--- src/rtl/fir_acc_pkg.sv ---
// Shared defaults, channel state type and output saturation helper for the
// multi-channel FIR accumulator.
package fir_acc_pkg;

  localparam int unsigned DefDw    = 16;
  localparam int unsigned DefOw    = 16;
  localparam int unsigned DefNch   = 4;
  localparam int unsigned DefNtap  = 10;
  localparam int unsigned DefShift = 0;

  typedef enum logic {ChIdle, ChAcc} chState_e;

  function automatic int unsigned chWidth(input int unsigned n);
    return (n > 1) ? $clog2(n) : 1;
  endfunction

  // Clamp a sign-extended value to ow signed bits; returns {dt, sat}.
  function automatic logic [64:0] satFn(input logic signed [63:0] val, input int unsigned ow);
    logic signed [63:0] hi;
    logic signed [63:0] lo;
    hi = (64'sd1 <<< (ow - 1)) - 64'sd1;
    lo = -(64'sd1 <<< (ow - 1));
    if (val > hi) begin
      return {hi, 1'b1};
    end else if (val < lo) begin
      return {lo, 1'b1};
    end
    return {val, 1'b0};
  endfunction

endpackage

--- src/rtl/fir_acc_out_fifo.sv ---
// Two-entry in-order FIFO with registered first-word fall-through head and
// valid/ready on the read side.
module fir_acc_out_fifo
  import fir_acc_pkg::*;
#(
  parameter int unsigned W = DefOw + 1 + chWidth(DefNch)
) (
  input  logic         iClk,
  input  logic         iRsn,
  input  logic         iClr,
  input  logic         iPush,
  input  logic [W-1:0] iPushDt,
  output logic         oFull,
  output logic         oVld,
  input  logic         iRdy,
  output logic [W-1:0] oDt
);

  logic [W-1:0] headQ;
  logic [W-1:0] tailQ;
  logic [1:0]   cntQ;
  logic         pop;

  always_comb begin
    oVld  = (cntQ != 2'd0);
    oFull = (cntQ == 2'd2);
    oDt   = headQ;
    pop   = oVld && iRdy;
  end

  always_ff @(posedge iClk or negedge iRsn) begin
    if (!iRsn) begin
      headQ <= '0;
      tailQ <= '0;
      cntQ  <= 2'd0;
    end else if (iClr) begin
      headQ <= '0;
      tailQ <= '0;
      cntQ  <= 2'd0;
    end else begin
      case (cntQ)
        2'd0: begin
          if (iPush) begin
            headQ <= iPushDt;
            cntQ  <= 2'd1;
          end
        end
        2'd1: begin
          if (iPush && pop) begin
            headQ <= iPushDt;
          end else if (iPush) begin
            tailQ <= iPushDt;
            cntQ  <= 2'd2;
          end else if (pop) begin
            cntQ <= 2'd0;
          end
        end
        2'd2: begin
          if (pop) begin
            headQ <= tailQ;
            if (iPush) begin
              tailQ <= iPushDt;
            end else begin
              cntQ <= 2'd1;
            end
          end
        end
        default: cntQ <= 2'd0;
      endcase
    end
  end

endmodule

--- src/rtl/fir_acc_multich.sv ---
// Multi-channel FIR tap accumulator: per-channel sums with first/last markers,
// round/shift/saturate on the last tap, results queued in a 2-entry FIFO.
module fir_acc_multich
  import fir_acc_pkg::*;
#(
  parameter int unsigned DW    = DefDw,
  parameter int unsigned OW    = DefOw,
  parameter int unsigned NCH   = DefNch,
  parameter int unsigned NTAP  = DefNtap,
  parameter int unsigned SHIFT = DefShift,
  parameter int unsigned GW    = $clog2(NTAP) + 1
) (
  input  logic                     iClk,
  input  logic                     iRsn,
  input  logic                     iClr,
  input  logic                     iRndEn,
  input  logic                     iInVld,
  output logic                     oInRdy,
  input  logic [chWidth(NCH)-1:0]  iInCh,
  input  logic [DW-1:0]            iInDt,
  input  logic                     iInFirst,
  input  logic                     iInLast,
  output logic                     oOutVld,
  input  logic                     iOutRdy,
  output logic [chWidth(NCH)-1:0]  oOutCh,
  output logic [OW-1:0]            oOutDt,
  output logic                     oOutSat,
  output logic                     oErr
);

  localparam int unsigned ACCW = DW + GW;
  localparam int unsigned CHW  = chWidth(NCH);
  localparam int unsigned CNTW = $clog2(NTAP + 1);
  localparam int unsigned FW   = OW + 1 + CHW;
  localparam logic signed [ACCW:0] RndHalf = (ACCW + 1)'((2 ** SHIFT) / 2);

  chState_e               stQ  [NCH];
  logic signed [ACCW-1:0] accQ [NCH];
  logic [CNTW-1:0]        cntQ [NCH];
  logic                   errQ;

  logic                   fifoFull;
  logic                   accept;
  logic                   isStart;
  logic                   errNow;
  logic signed [ACCW-1:0] tapExt;
  logic signed [ACCW-1:0] accNext;
  logic [CNTW-1:0]        cntNext;
  logic signed [ACCW:0]   rndSum;
  logic signed [ACCW:0]   shSum;
  logic [64:0]            satRes;
  logic [64-OW-1:0]       satUnused;
  logic [FW-1:0]          pushDt;
  logic [FW-1:0]          fifoDt;

  always_comb begin
    oInRdy  = iRsn && !iClr && !fifoFull;
    accept  = iInVld && oInRdy;
    tapExt  = {{GW{iInDt[DW-1]}}, iInDt};
    // A non-first tap on an idle channel is taken as the start of a new sum.
    isStart = iInFirst || (stQ[iInCh] == ChIdle);
    accNext = isStart ? tapExt : accQ[iInCh] + tapExt;
    if (isStart) begin
      cntNext = CNTW'(1);
    end else if (cntQ[iInCh] == CNTW'(NTAP)) begin
      cntNext = cntQ[iInCh];
    end else begin
      cntNext = cntQ[iInCh] + CNTW'(1);
    end
    errNow  = accept && (((stQ[iInCh] == ChAcc) == iInFirst) ||
                         (!iInLast && (cntNext >= CNTW'(NTAP))));
    // One extra bit so the rounding offset cannot wrap the sum.
    rndSum  = {accNext[ACCW-1], accNext} + ((iRndEn && (SHIFT > 0)) ? RndHalf : '0);
    shSum   = rndSum >>> SHIFT;
    satRes  = satFn({{(63 - ACCW){shSum[ACCW]}}, shSum}, OW);
    satUnused = satRes[64:OW+1];
    pushDt  = {iInCh, satRes[OW:1], satRes[0]};
    oErr    = errQ;
    {oOutCh, oOutDt, oOutSat} = fifoDt;
  end

  always_ff @(posedge iClk or negedge iRsn) begin
    if (!iRsn) begin
      for (int i = 0; i < NCH; i++) begin
        stQ[i]  <= ChIdle;
        accQ[i] <= '0;
        cntQ[i] <= '0;
      end
      errQ <= 1'b0;
    end else if (iClr) begin
      for (int i = 0; i < NCH; i++) begin
        stQ[i]  <= ChIdle;
        accQ[i] <= '0;
        cntQ[i] <= '0;
      end
      errQ <= 1'b0;
    end else begin
      errQ <= errQ | errNow;
      if (accept) begin
        if (iInLast) begin
          stQ[iInCh]  <= ChIdle;
          accQ[iInCh] <= '0;
          cntQ[iInCh] <= '0;
        end else begin
          stQ[iInCh]  <= ChAcc;
          accQ[iInCh] <= accNext;
          cntQ[iInCh] <= cntNext;
        end
      end
    end
  end

  fir_acc_out_fifo #(
    .W(FW)
  ) uOutFifo (
    .iClk   (iClk),
    .iRsn   (iRsn),
    .iClr   (iClr),
    .iPush  (accept && iInLast),
    .iPushDt(pushDt),
    .oFull  (fifoFull),
    .oVld   (oOutVld),
    .iRdy   (iOutRdy),
    .oDt    (fifoDt)
  );

endmodule

--- config.mk ---
export PLATFORM = sky130hd
export DESIGN_NAME = fir_acc_multich
export DESIGN_NICKNAME = d
export VERILOG_FILES = /design/src/rtl/fir_acc_pkg.sv /design/src/rtl/fir_acc_out_fifo.sv /design/src/rtl/fir_acc_multich.sv
export SDC_FILE = /design/constraint.sdc
export NUM_CORES = 1
export LEC_CHECK = 0
export ABC_AREA = 0
export ABC_CLOCK_PERIOD_IN_PS = 4390
export BUFFER_PORTS_ARGS = -buffer_cell sky130_fd_sc_hd__buf_2
export CAP_MARGIN = 20
export CORE_MARGIN = 5
export CORE_UTILIZATION = 44
export CTS_BUF_LIST = sky130_fd_sc_hd__clkbuf_4 sky130_fd_sc_hd__clkbuf_8
export DETAILED_ROUTE_END_ITERATION = 10
export SLEW_MARGIN = 20
export SYNTH_ARGS = -nofsm -noshare
export SYNTH_HDL_FRONTEND = slang
export SYNTH_HIERARCHICAL = 1
export SYNTH_SLANG_ARGS = --single-unit
export TNS_END_PERCENT = 100
--- constraint.sdc ---
create_clock -name iClk -period 4.39 [get_ports iClk]
set_input_delay 0.6585 -clock iClk [delete_from_list [all_inputs] [get_ports iClk]]
set_output_delay 0.6585 -clock iClk [all_outputs]
set_load 0.1 [all_outputs]
# Yosys cells after proc, flatten, opt, wreduce, memory -nomap -nowiden
# Index checks and enable logic that the tools add are counted.
dict set report totals {
  register_bits 145
  input_bits 26
  output_inout_bits 22
  wordCells 118
}
dict set report classes {
  n_addsub 2
  n_lt_le_gt_ge 5
  n_eq_ne 10
  n_mux 53
  n_bitwise 10
  reduce_logical 22
}
# op count
set op_table {}
lappend op_table {{84-bit two-way mux} 3}
lappend op_table {{19-bit two-way mux} 8}
lappend op_table {{84-bit AND} 1}
lappend op_table {{84-bit bitwise mux} 1}
lappend op_table {{21-bit two-way mux} 4}
lappend op_table {{84-bit inverter} 1}
lappend op_table {{19-bit case mux with 3 select lines} 1}
lappend op_table {{17-bit two-way mux} 3}
lappend op_table {{16-bit two-way mux} 3}
lappend op_table {{21-bit binary-select mux with 2-bit select} 1}
lappend op_table {{21-bit demux with 2-bit select} 1}
lappend op_table {{19-bit case mux with 2 select lines} 1}
lappend op_table {{4-bit two-way mux} 8}
lappend op_table {{21-bit by 16-bit adder with 21-bit output} 1}
lappend op_table {{21-bit by 16-bit > comparator with 1-bit output (second input constant)} 1}
lappend op_table {{21-bit by 16-bit less-than comparator with 1-bit output (second input constant)} 1}
lappend op_table {{16-bit AND} 1}
lappend op_table {{16-bit bitwise mux} 1}
lappend op_table {{16-bit inverter} 1}
lappend op_table {{2-bit two-way mux} 7}
lappend op_table {{1-bit logical AND} 9}
lappend op_table {{3-bit by 2-bit != test with 1-bit output (second input constant)} 3}
lappend op_table {{4-bit binary-select mux with 2-bit select} 1}
lappend op_table {{4-bit demux with 2-bit select} 1}
lappend op_table {{29 further kinds} 39}

# Depth between registers and ports, before layout
# Gate-level depths: netlist of the first run.
dict set report depth {
  word_depth 15
  mapped_depth 18
  depth_no_buf 14
}

# Hierarchy
# The synthesis of the first run kept the hierarchy.
# mod n_inst cells_each area_each_um2 seq_area_each_um2
set modules_own_cells {}
lappend modules_own_cells {fir_acc_multich 1 635 6312.3 2627.5}
lappend modules_own_cells {fir_acc_out_fifo 1 163 1771.7 1001.0}

# Least setup slack after synthesis of the first run
# OpenSTA, ideal clock, no wires.
dict set report synth_timing {
  path_type {input-to-reg}
  from {input port iInCh[0]}
  to {register uOutFifo.headQ[8], in the netlist uOutFifo/oDt[8]}
  setup_ns 0.129
  arrival_ns 4.660
  required_ns 4.261
  setup_slack_ns -0.399
  path_stages 17
  n_path_buf 5
  path_cell_list {buf_6 -> clkbuf_1 -> buf_1 -> mux4_2 -> ha_1 -> buf_2 -> nand4_1 -> nor3_1 -> nand3_1 -> nand4b_1 -> or3b_2 -> and4_1 -> a21boi_4 -> buf_6 -> o21ai_2 -> a22oi_1 -> o21ai_0}
}
dict set report synth_via {
  elab_chain_cells 14
  elab_cells_between_ends 21
  classes_between {add/sub: 1; order compare: 2; mux: 15; bitwise: 2; reduce/logical: 1}
}
# element line_no
set synth_lines {}
lappend synth_lines {{start: declaration} fir_acc_multich.sv:19} ;# input logic [chWidth(NCH)-1:0] iInCh,
lappend synth_lines {{2-bit inverter with 3-bit output (implied by the code) (*)} {fir_acc_multich.sv:61, fir_acc_multich.sv:62}}
lappend synth_lines {{parallel branches: the longest is 5 deep, another holds 21-bit by 16-bit adder with 21-bit output} --}
lappend synth_lines {{21-bit two-way mux (*)} fir_acc_multich.sv:62} ;# accNext = isStart ? tapExt : accQ[iInCh] + tapExt;
lappend synth_lines {{21-bit by 16-bit less-than comparator with 1-bit output} fir_acc_pkg.sv:25} ;# end else if (val < lo) begin
lappend synth_lines {{1-bit two-way mux} fir_acc_pkg.sv:25}
lappend synth_lines {{1-bit two-way mux} fir_acc_pkg.sv:23} ;# if (val > hi) begin
lappend synth_lines {{17-bit two-way mux (*)} fir_acc_pkg.sv:28} ;# return {val, 1'b0};
lappend synth_lines {{named net satRes[8]} fir_acc_multich.sv:51} ;# logic [64:0] satRes;
lappend synth_lines {{19-bit two-way mux, on equally long branches} {fir_acc_out_fifo.sv:49, fir_acc_out_fifo.sv:43}}
lappend synth_lines {{19-bit case mux with 3 select lines (*)} fir_acc_out_fifo.sv:41} ;# case (cntQ)
lappend synth_lines {{19-bit two-way mux (*)} fir_acc_out_fifo.sv:36} ;# end else if (iClr) begin
lappend synth_lines {{end signal: assignment} fir_acc_out_fifo.sv:44} ;# headQ <= iPushDt;
lappend synth_lines {{end signal: assignment} fir_acc_out_fifo.sv:50} ;# headQ <= iPushDt;
lappend synth_lines {{end signal: assignment} fir_acc_out_fifo.sv:60} ;# headQ <= tailQ;
lappend synth_lines {{end: declaration} fir_acc_out_fifo.sv:19} ;# logic [W-1:0] headQ;
# Mark *: on every way through the listed nets, which the timed path passes. The select of a mux whose other input is x is not followed.
# A chain may end at the register's enable or synchronous reset.

# Worst setup path after layout of the first run
dict set report layout_timing {
  from {input port iInCh[0]}
  to {register uOutFifo.headQ[9], in the netlist uOutFifo/oDt[9]}
}
# The elaborated chain is that of the path after synthesis.

==> flow_metrics.py, run 1 <==
metrics = {
    "worst_setup_path": {
        "crit_buf_inv": 3,
        "rr_startpoint": "accQ[43]",
        "critPathMaxStageDelay_ps": 560,
        "path_max_fanout": 13,
        "end_kind": "flip-flop",
        "path_class": "in2reg",
        "cp_top_family": "simple AND/OR/NAND/NOR gates",
        "required_ps": 4710,
        "worstPathCellList": "buf_2, buf_4, mux4_2, ha_1, nand3_1, nor3_1, o311ai_0, nand3_1, nand3_1, nor3b_1, a41o_4, buf_4, o21ai_2, a22oi_1, o21ai_0",
        "cp.arrival_ps": 4460,
        "crit_start": "iInCh[0]",
        "worst_path_max_delay_cell": "mux4_2",
        "cp-start-kind": "input port",
        "crit_path_frequent_cell": "nand3_1",
    },
    "timing": {
        "timing.final.crit_share": 0.9435,
        "setup_viol": 0,
        "slew_violations": 0,
        "slew-limit-headroom": 0.3548,
        "fin_skew_ps": 18.94,
        "fmax_mhz": 241.4,
        "grt_setup_unrepaired": "false",
        "worst_pin_slew_ps": 967.8,
        "min_period_ps": 4142,
        "finalWorstSetupSlack_ps": 248.0,
        "report.final.hold_viol_count": 0,
    },
    "die": {
        "placeableCoreArea_mm2": 0.01802,
        "fp.dieH_um": 145.5,
        "rows": 49,
        "die_w_um": 145.5,
        "start_util": 0.4485,
        "pin_count": 48,
        "dieArea_mm2": 0.02118,
    },
    "cells_and_area": {
        "layout.nets": 928,
        "drive_gt1_frac": 0.2233,
        "fillers": 1670,
        "final_util": 0.5187,
        "num_antenna_cells": 0,
        "final_common_cell": "dfrtp_1",
        "area_growth_syn_to_layout_pct": 15.66,
        "final_area_mm2": 0.009350,
        "mostFrequentLayoutCells": "dfrtp_1 (145), nand2_1 (96), o21ai_0 (71)",
    },
    "clock_tree": {
        "root_buffer": "clkbuf_8",
        "cts_made_buffers": 17,
        "clock_sinks": 145,
        "clk_pin_slew_worst_paths_ps": 90,
        "clk_latency_ps": 450,
        "tritoncts": "built",
        "htree_levels": 4,
        "cts_setup_buffers": 0,
        "clockBufferDepth": 2,
    },
    "power_and_ir_drop": {
        "power_density_mw_per_mm2": 317.1,
        "leakage_nw": 4.355,
        "ir_drop_v": 0.0001955,
    },
    "synthesis": {
        "synth_edf_count": 0,
        "syn_avg_cell_area_um2": 10.13,
        "syn_inst": 798,
        "synth_nets": 848,
        "yosysWarnings": 6,
        "synth.lib_cells_used.distinct": 72,
        "synth_ff_type": "dfrtp_1",
        "syn-cell-area_mm2": 0.008084,
        "seq_area_frac_synth": 0.4488,
        "ys_ff_latch": 145,
        "postSynth.asyncResetShare": 1.000,
    },
    "status": {
        "status": "completed",
    },
    "drt": {
        "wire_per_inst_um": 20.18,
        "drt_iter0_markers": 393,
        "dr.pass1.iters": 5,
        "drcViolationCount": 0,
        "routed_via_density": 6.011,
        "ant_nets": 0,
        "via_count": 6732,
        "wl_um": 22600,
    },
    "placed_design": {
        "placed_area_mm2": 0.008919,
        "hpwl_um": 16070,
        "place_congestion": 0.9310,
        "dp_slack_ps": -190.0,
        "portBuffers": 46,
    },
    "global_route": {
        "grt_pass1_wl_um": 37030,
        "grt_pass1_vias": 6978,
        "grt_usage": 0.2139,
        "antenna_found_initial": 0,
        "grt_max_degree": 61,
        "overflow": 0,
    },
    "min_path": {
        "hp-class": "in2async",
    },
    "run": {
        "cap_viol_max_count": 0,
    },
}
==> sequential cells by signal (all words and copies together), names as in the netlist <==
signal	flops
uOutFifo/cntQ	2
uOutFifo/tailQ	19
stQ	4
oErr	1
cntQ	16
uOutFifo/oDt	19
accQ	84
==> worst paths after layout <==
path                       slack (ps)               to  cells past startpoint
max                               250  uOutFifo/oDt[9]                     15
min                                80         cntQ[14]                      1
max reg2reg                       590  uOutFifo/oDt[4]                     14
min reg2reg                       480         accQ[25]                      2
max in group asynchronous        2480         accQ[64]                      3
min in group iClk                 480         accQ[25]                      2
==> through the flow <==
step	setup TNS [ps]	power, W	hold slack [ps]	instances
floorplan	0	0.001703	362.9	798
global placement	-836.5	0.001854	453.4	1088
detailed placement	-2281	0.001863	460.2	1088
CTS	0	0.002983	68.34	1120
global route	0	0.003079	72.74	1120
finish	0	0.002965	81.39	1120
==> final cells by class <==
class	instances	area, µm²	share of cell area
flip-flops and latches	145	3628	0.3881
clock inverters	12	152.6	0.01633
clock buffers	20	269.0	0.02877
well taps	229	286.5	0.03064
multi-input cells	586	4189	0.4480
inverters	14	52.55	0.005620
repair buffers	114	772.0	0.08256
==> synthesized netlist by cell type (10+ instances only) <==
library cell,number,area share
mux4_2,26,0.072
dfrtp_1,145,0.45
a2bb2oi_1,10,0.011
mux2i_1,26,0.032
o21ai_0,71,0.044
ha_1,23,0.036
o21ai_1,14,0.0087
clkbuf_1,32,0.015
a21oi_1,26,0.016
nand3_1,13,0.0080
nor2_1,70,0.033
a22o_1,21,0.023
a22oi_1,26,0.024
nand2_1,96,0.045
inv_1,12,0.0056
==> worst reg2reg max path, cell delays in order (launching register included) <==
cell      delay, ps
dfrtp_1         390
mux4_2          470
ha_1            310
a211oi_1        340
o21ai_1         190
buf_4           180
and3_1          160
o31a_1          260
o31ai_2         270
and4_1          310
a21boi_4         80
buf_12          170
o21ai_0         300
a22oi_1         120
o21ai_1         180
==> repair_timing <==
item / 4_1_cts / 5_1_grt
endpoints found under the setup margin: 0 / 6
resized for setup: 0 / 1
hold buffers: 0 / 0
==> metal layers <==
metal / vias up / track usage / share of wire
li1: 3134 / - / -
met4: 0 / 0.04338 / 0.0060
met5: - / 0 / 0
met3: 14 / 0.04080 / 0.045
met1: 3441 / 0.3004 / 0.47
met2: 143 / 0.3492 / 0.48
==> power breakdown <==
| part | internal (W) | switching (W) |
|---|---|---|
| registers | 0.00136 | 0.0000134 |
| logic | 0.000130 | 0.000336 |
| clock network | 0.000601 | 0.000526 |
| total | 0.00209 | 0.000875 |
==> cells by family after synthesis <==
| logic type | share of synthesized area |
|---|---|
| compound gates | 0.2206 |
| xor+xnor | 0.008668 |
| fa+ha+maj | 0.03808 |
| buf+inv | 0.03931 |
| flops | 0.4488 |
| mux | 0.1046 |
| simple gates | 0.1399 |
No activity file was read; power rests on OpenSTA's default activity.
==> run 2, diff against run 1 <==
Settings changed: RECOVER_POWER set to 100.
==> run 2 against run 1 <==
- the run now ends with capacitance limit, slew limit left
- design area down 1.3%
- clock skew is 0.62 ps lower
- wire length is 0.14% higher
- register-to-register slack lost 50 ps
- clock-buffer cell count is the same
- flip-flop and latch count unchanged
- combinational power fell by 4%
- first-iteration DRC count increased by 23%
- critical path depth up 2
==> flow_metrics.py, run 2 (synthesis results as in run 1) <==
metrics = {
    "drt": {
        "drcViolationCount": 0,
        "drt_iter0_markers": 483,
        "wire_per_inst_um": 20.21,
        "via_count": 6760,
        "ant_nets": 0,
        "wl_um": 22640,
        "routed_via_density": 6.036,
        "dr.pass1.iters": 5,
    },
    "global_route": {
        "grt_pass1_wl_um": 37030,
        "grt_pass1_vias": 6978,
        "grt_usage": 0.2139,
        "antenna_found_initial": 0,
        "grt_max_degree": 61,
        "overflow": 0,
    },
    "cells_and_area": {
        "layout.nets": 928,
        "drive_gt1_frac": 0.1751,
        "regMostFlops": "accQ",
        "largest_reg_flops": 84,
        "num_antenna_cells": 0,
        "finalNonFillerCells": 1120,
        "final_common_cell": "dfrtp_1",
        "area_growth_syn_to_layout_pct": 14.16,
        "final_area_mm2": 0.009229,
        "mostFrequentLayoutCells": "dfrtp_1 (145), nand2_1 (96), o21ai_0 (84)",
    },
    "status": {
        "violations": "capacitance limit, slew limit",
        "status": "complete, but fails checks",
    },
    "clock_tree": {
        "root_buffer": "clkbuf_8",
        "clockBufferDepth": 2,
        "cts_made_buffers": 17,
        "htree_levels": 4,
        "tritoncts": "built",
        "cts_hold_buffers": 0,
        "clk_pin_slew_worst_paths_ps": 90,
        "clk_latency_ps": 450,
        "clock_sinks": 145,
    },
    "die": {
        "start_util": 0.4485,
        "fp.dieH_um": 145.5,
        "dieArea_mm2": 0.02118,
        "pin_count": 48,
        "placeableCoreArea_mm2": 0.01802,
        "die_w_um": 145.5,
        "rows": 49,
    },
    "timing": {
        "slew-limit-headroom": -1.060,
        "grt_setup_unrepaired": "false",
        "min_period_ps": 4201,
        "fmax_mhz": 238.0,
        "fin_skew_ps": 18.31,
        "report.final.hold_viol_count": 0,
        "slew_violations": 58,
        "timing.final.crit_share": 0.9570,
        "finalWorstSetupSlack_ps": 189.0,
        "worst_pin_slew_ps": 3091,
        "setup_viol": 0,
    },
    "placed_design": {
        "place_inst": 1088,
        "place_congestion": 0.9310,
        "placed_area_mm2": 0.008919,
        "portBuffers": 46,
        "dp_slack_ps": -190.0,
        "hpwl_um": 16070,
    },
    "worst_setup_path": {
        "cp.arrival_ps": 4520,
        "end_kind": "flip-flop",
        "cp-start-kind": "input port",
        "path_class": "in2reg",
        "required_ps": 4710,
        "path_max_fanout": 9,
    },
    "power_and_ir_drop": {
        "power_density_mw_per_mm2": 319.0,
        "power.total_w": 0.002944,
        "ir_drop_v": 0.0001944,
        "leakage_nw": 4.218,
    },
    "min_path": {
        "hp-class": "in2async",
    },
    "run": {
        "cap_viol_max_count": 1,
    },
}
==> run 2: layer usage <==
| metal | track usage | vias to the layer above | wire [µm] |
|---|---|---|---|
| li1 | - | 3129 | - |
| met1 | 0.3004 | 3451 | 10480 |
| met2 | 0.3492 | 166 | 10810 |
| met3 | 0.04080 | 14 | 1202 |
| met4 | 0.04338 | 0 | 146 |
| met5 | 0 | - | 0 |
==> run 2: path summary, 6_finish.rpt <==
check                             endpoint     start  slack (ps)  cells after the start
max                        uOutFifo/oDt[0]  iInCh[0]         190                     17
min                               cntQ[14]      iRsn          80                      1
max reg2reg                uOutFifo/oDt[4]  accQ[43]         540                     14
min reg2reg                       accQ[25]  accQ[25]         480                      2
max in group asynchronous         accQ[64]      iRsn         740                      3
min in group iClk                 accQ[25]  accQ[25]         480                      2
==> run 2: repair_timing <==
item | 4_1_cts | 5_1_grt
resized for setup | 0 | 1
buffers inserted | 0 | 0
endpoints found under the setup margin | 0 | 6
endpoints found under the hold margin | 0 | 0
==> run 2: worst max-delay path, cell delays in order <==
cell      delay, ps
buf_2           270
clkbuf_4        210
mux4_2          480
ha_1            220
inv_1            70
fa_1            200
nor2b_1          70
o31a_1          320
o31ai_2         390
a211oi_1        180
a211o_1         250
nand4_1         180
clkbuf_1        410
nand3_1         130
o21a_1          190
a22oi_1         190
o21ai_1          80
==> run 2: final cells by class <==
| cell class | instances | area [µm²] |
|---|---|---|
| Inverter | 14 | 52.55 |
| Tap cell | 229 | 286.5 |
| Clock inverter | 12 | 152.6 |
| Fill cell | 1690 | 8796 |
| Multi-Input combinational cell | 586 | 4138 |
| Timing Repair Buffer | 114 | 701.9 |
| Clock buffer | 20 | 269.0 |
| Sequential cell | 145 | 3628 |
==> run 2: where the power goes <==
part / switching [W] / total [W] / internal, W
combinational: 0.000331 / 0.000448 / 0.000118
clock: 0.000522 / 0.00112 / 0.000601
sequential: 0.0000137 / 0.00137 / 0.00136
==> run 2: through the flow <==
step	utilization	TNS (ps)	hold slack (ps)
4_1_cts	0.5182	0	68.34
2_1_floorplan	-	0	362.9
6_report	0.5120	0	82.92
5_1_grt	0.5120	0	72.54
3_5_place_dp	0.4948	-2281	460.2
3_3_place_gp	0.4944	-836.5	453.4
==> run 3, diff against run 2 <==
Settings changed: ABC_AREA 0 to 1.
==> run 3 against run 2 <==
- the flow still finishes with violations (capacitance limit, slew limit)
- critical path depth is 6 higher
- sequential power is 6% higher
- wire length is 26% higher
- die area is 14% higher
- synthesized cell count is 67% higher
- hold slack better by 1.7 ps
- register-to-register slack better by 150 ps
- maximum frequency is 7.7% higher
- clock-buffer cell count stayed put
- flip-flop and latch count stayed put
- largest power group unchanged
==> flow_metrics.py, run 3 <==
metrics = {
    "global_route": {
        "overflow": 0,
        "grt_pass1_wl_um": 46360,
        "antenna_found_initial": 0,
        "grt_usage": 0.2424,
        "grt_pass1_vias": 8643,
        "grt_max_degree": 58,
    },
    "synthesis": {
        "synth_top_area_frac": 0.3897,
        "syn_avg_cell_area_um2": 7.005,
        "synth_top_cell_by_area": "dfrtp_1",
        "synth.area.top_cells": "dfrtp_1 (39%), nand2_1 (20%), inv_1 (6.5%)",
        "synth_nets": 1379,
        "syn-cell-area_mm2": 0.009310,
        "ys_ff_latch": 145,
        "synthTopCellsByCount": "nand2_1 (496), inv_1 (161), dfrtp_1 (145)",
        "seq_area_frac_synth": 0.3897,
        "synth.lib_cells_used.distinct": 47,
        "postSynth.asyncResetShare": 1.000,
        "yosys.cell_count.top_type": "nand2_1",
        "synth_edf_count": 0,
        "yosysWarnings": 6,
        "syn_inst": 1329,
        "synth_ff_type": "dfrtp_1",
    },
    "cells_and_area": {
        "finalNonFillerCells": 1673,
        "num_antenna_cells": 0,
        "fillers": 2212,
        "layout.nets": 1438,
        "area_growth_syn_to_layout_pct": 8.990,
        "drive_gt1_frac": 0.08155,
        "mostFrequentLayoutCells": "nand2_1 (500), inv_1 (168), dfrtp_1 (145)",
        "regMostFlops": "accQ",
        "final_common_cell": "nand2_1",
        "largest_reg_flops": 84,
    },
    "drt": {
        "wl_um": 28620,
        "drcViolationCount": 0,
        "via_count": 8972,
        "wire_per_inst_um": 17.11,
        "ant_nets": 0,
        "routed_via_density": 5.363,
        "drt_iter0_markers": 795,
        "dr.pass1.iters": 5,
    },
    "run": {
        "cap_viol_max_count": 1,
    },
    "power_and_ir_drop": {
        "switching_share": 0.3802,
        "switchingPower_w": 0.001248,
        "internal_power_w": 0.002034,
        "leakage_nw": 5.178,
        "ir_drop_v": 0.0001853,
        "p_clk_frac": 0.311,
        "power.total_w": 0.003282,
        "power_density_mw_per_mm2": 323.4,
        "power_frac_seq": 0.443,
        "power_frac_comb": 0.246,
    },
    "clock_tree": {
        "cts_setup_buffers": 0,
        "clock_sinks": 145,
        "clk_latency_ps": 470,
        "root_buffer": "clkbuf_8",
        "cts_made_buffers": 17,
        "tritoncts": "built",
        "clk_pin_slew_worst_paths_ps": 80,
        "htree_levels": 4,
        "clockBufferDepth": 2,
        "cts_hold_buffers": 0,
        "cts.repair.resized": 0,
    },
    "placed_design": {
        "place_inst": 1644,
        "place_congestion": 0.8953,
        "hpwl_um": 20420,
        "dp_slack_ps": 236.7,
        "portBuffers": 46,
    },
    "worst_setup_path": {
        "required_ps": 4740,
        "worst_path_max_delay_cell": "ha_1",
        "critPathMaxStageDelay_ps": 410,
        "path_max_fanout": 16,
        "worstPathCellList": "buf_2, nand2_1, inv_1, a22oi_1, o221ai_1, ha_1, nand2_1, nor2_1, inv_1, o21ai_0, nand2_1, nand3_1, nand2_1, nand3_1, nand2_1, inv_1, nand3_1, nand2_2, nand2_1, inv_1, o21ai_0, nand2_1, nand2_1",
        "rr_worst_depth": 12,
        "crit_path_frequent_cell": "nand2_1",
        "reg2reg_to": "uOutFifo/oDt[17]",
        "cp-start-kind": "input port",
        "cp.arrival_ps": 4250,
        "rr_startpoint": "uOutFifo/cntQ[0]",
        "path_class": "in2reg",
        "end_kind": "flip-flop",
        "r2r_slack_ps": 690,
        "cp_top_family": "simple AND/OR/NAND/NOR gates",
        "crit_buf_inv": 5,
    },
    "timing": {
        "final.setup.tns_ps": 0,
        "setup_viol": 0,
        "worst_hold_slack_ps": 84.59,
        "report.final.hold_viol_count": 0,
        "min_period_ps": 3900,
        "worst_pin_slew_ps": 2762,
        "grt_setup_unrepaired": "false",
        "fin_skew_ps": 11.80,
        "fmax_mhz": 256.4,
        "slew_violations": 51,
        "timing.final.crit_share": 0.8884,
        "finalWorstSetupSlack_ps": 489.9,
        "slew-limit-headroom": -0.8416,
    },
    "die": {
        "rows": 53,
        "fp.dieH_um": 155.5,
        "dieArea_mm2": 0.02417,
        "pin_count": 48,
        "placeableCoreArea_mm2": 0.02096,
        "die_w_um": 155.5,
        "start_util": 0.4443,
    },
    "status": {
        "status": "complete, but fails checks",
        "violations": "capacitance limit, slew limit",
    },
    "min_path": {
        "hp-class": "in2async",
    },
}
## run 3: changes by cell type after synthesis, moves of 16 or more
| cell | delta |
|---|---|
| a22o_1 | -21 |
| clkbuf_1 | -16 |
| inv_1 | +149 |
| inv_2 | +16 |
| mux2i_1 | -26 |
| mux4_2 | -26 |
| nand2_1 | +400 |
| nand3_1 | +31 |
| o21ai_0 | +32 |
| o21ai_1 | +17 |
| o22ai_1 | +39 |
## run 3: how the worst max path moves through the flow
stage | startpoint | endpoint | slack (ps) | cells after the start
2_1_floorplan | iInCh[1] | uOutFifo/oDt[11] | 670 | 28
3_3_place_gp | iInCh[1] | uOutFifo/oDt[10] | 280 | 26
3_5_place_dp | iInCh[1] | uOutFifo/oDt[10] | 240 | 26
4_1_cts | iInCh[1] | uOutFifo/oDt[10] | 700 | 26
5_1_grt | uOutFifo/cntQ[0] | uOutFifo/oDt[17] | 130 | 12
6_report | iInCh[1] | uOutFifo/oDt[10] | 490 | 23
## run 3: worst reg2reg max path, stage by stage (launching register included)
cell and delay, ps:
dfrtp_1 450, inv_1 120, nand2_1 230, inv_1 80, nor3b_1 250, nand2_1 310, nor2_1 450, nor2_1 100
inv_1 200, o21ai_4 200, nor2_1 910, nand2_1 220, nand2_1 130
## run 3: per-stage QoR
| step | util | area (µm²) |
|---|---|---|
| after global placement | 0.4737 | 9926 |
| after global routing | 0.4842 | 10150 |
| final | 0.4842 | 10150 |
| after floorplan | - | 9310 |
| after CTS | 0.4904 | 10280 |
| after detailed placement | 0.4737 | 9926 |
## run 3: per-layer routing
metal | part of all wire | vias up | global-route usage
met1 | 0.44 | 4202 | 0.3230
li1 | - | 4414 | -
met2 | 0.47 | 297 | 0.3996
met3 | 0.065 | 59 | 0.04395
met4 | 0.028 | 0 | 0.08045
met5 | 0 | - | 0
## run 3: cell families (layout without fill, tap and decap cells)
group / count (synthesis) / in the layout / synth area share
and+or+nand+nor: 659 / 659 / 0.2945
AOI/OAI and AO/OA: 271 / 271 / 0.1763
buffers and inverters: 220 / 289 / 0.09703
DFF: 145 / 145 / 0.3897
adders and majority gates: 24 / 24 / 0.03306
xor gates and xnor gates: 10 / 10 / 0.009408
## run 3: area by class of cell
class                           instances  area, µm²  area share
Clock inverter                          9      87.58    0.008631
Timing Repair Buffer                   78      412.9     0.04069
Tap cell                              275      344.1     0.03391
Clock buffer                           20      262.8     0.02589
Inverter                              182      683.2     0.06732
Sequential cell                       145       3628      0.3576
Multi-Input combinational cell        964       4728      0.4660
## run 3: power groups by stage
stage | logic [W] | registers (W) | clock network, W
2_1_floorplan | 0.000373 | 0.00172 | 0
3_3_place_gp | 0.000827 | 0.00148 | 0
3_5_place_dp | 0.000831 | 0.00148 | 0
4_1_cts | 0.000833 | 0.00145 | 0.00104
5_1_grt | 0.000880 | 0.00146 | 0.00109
6_report | 0.000808 | 0.00145 | 0.00102
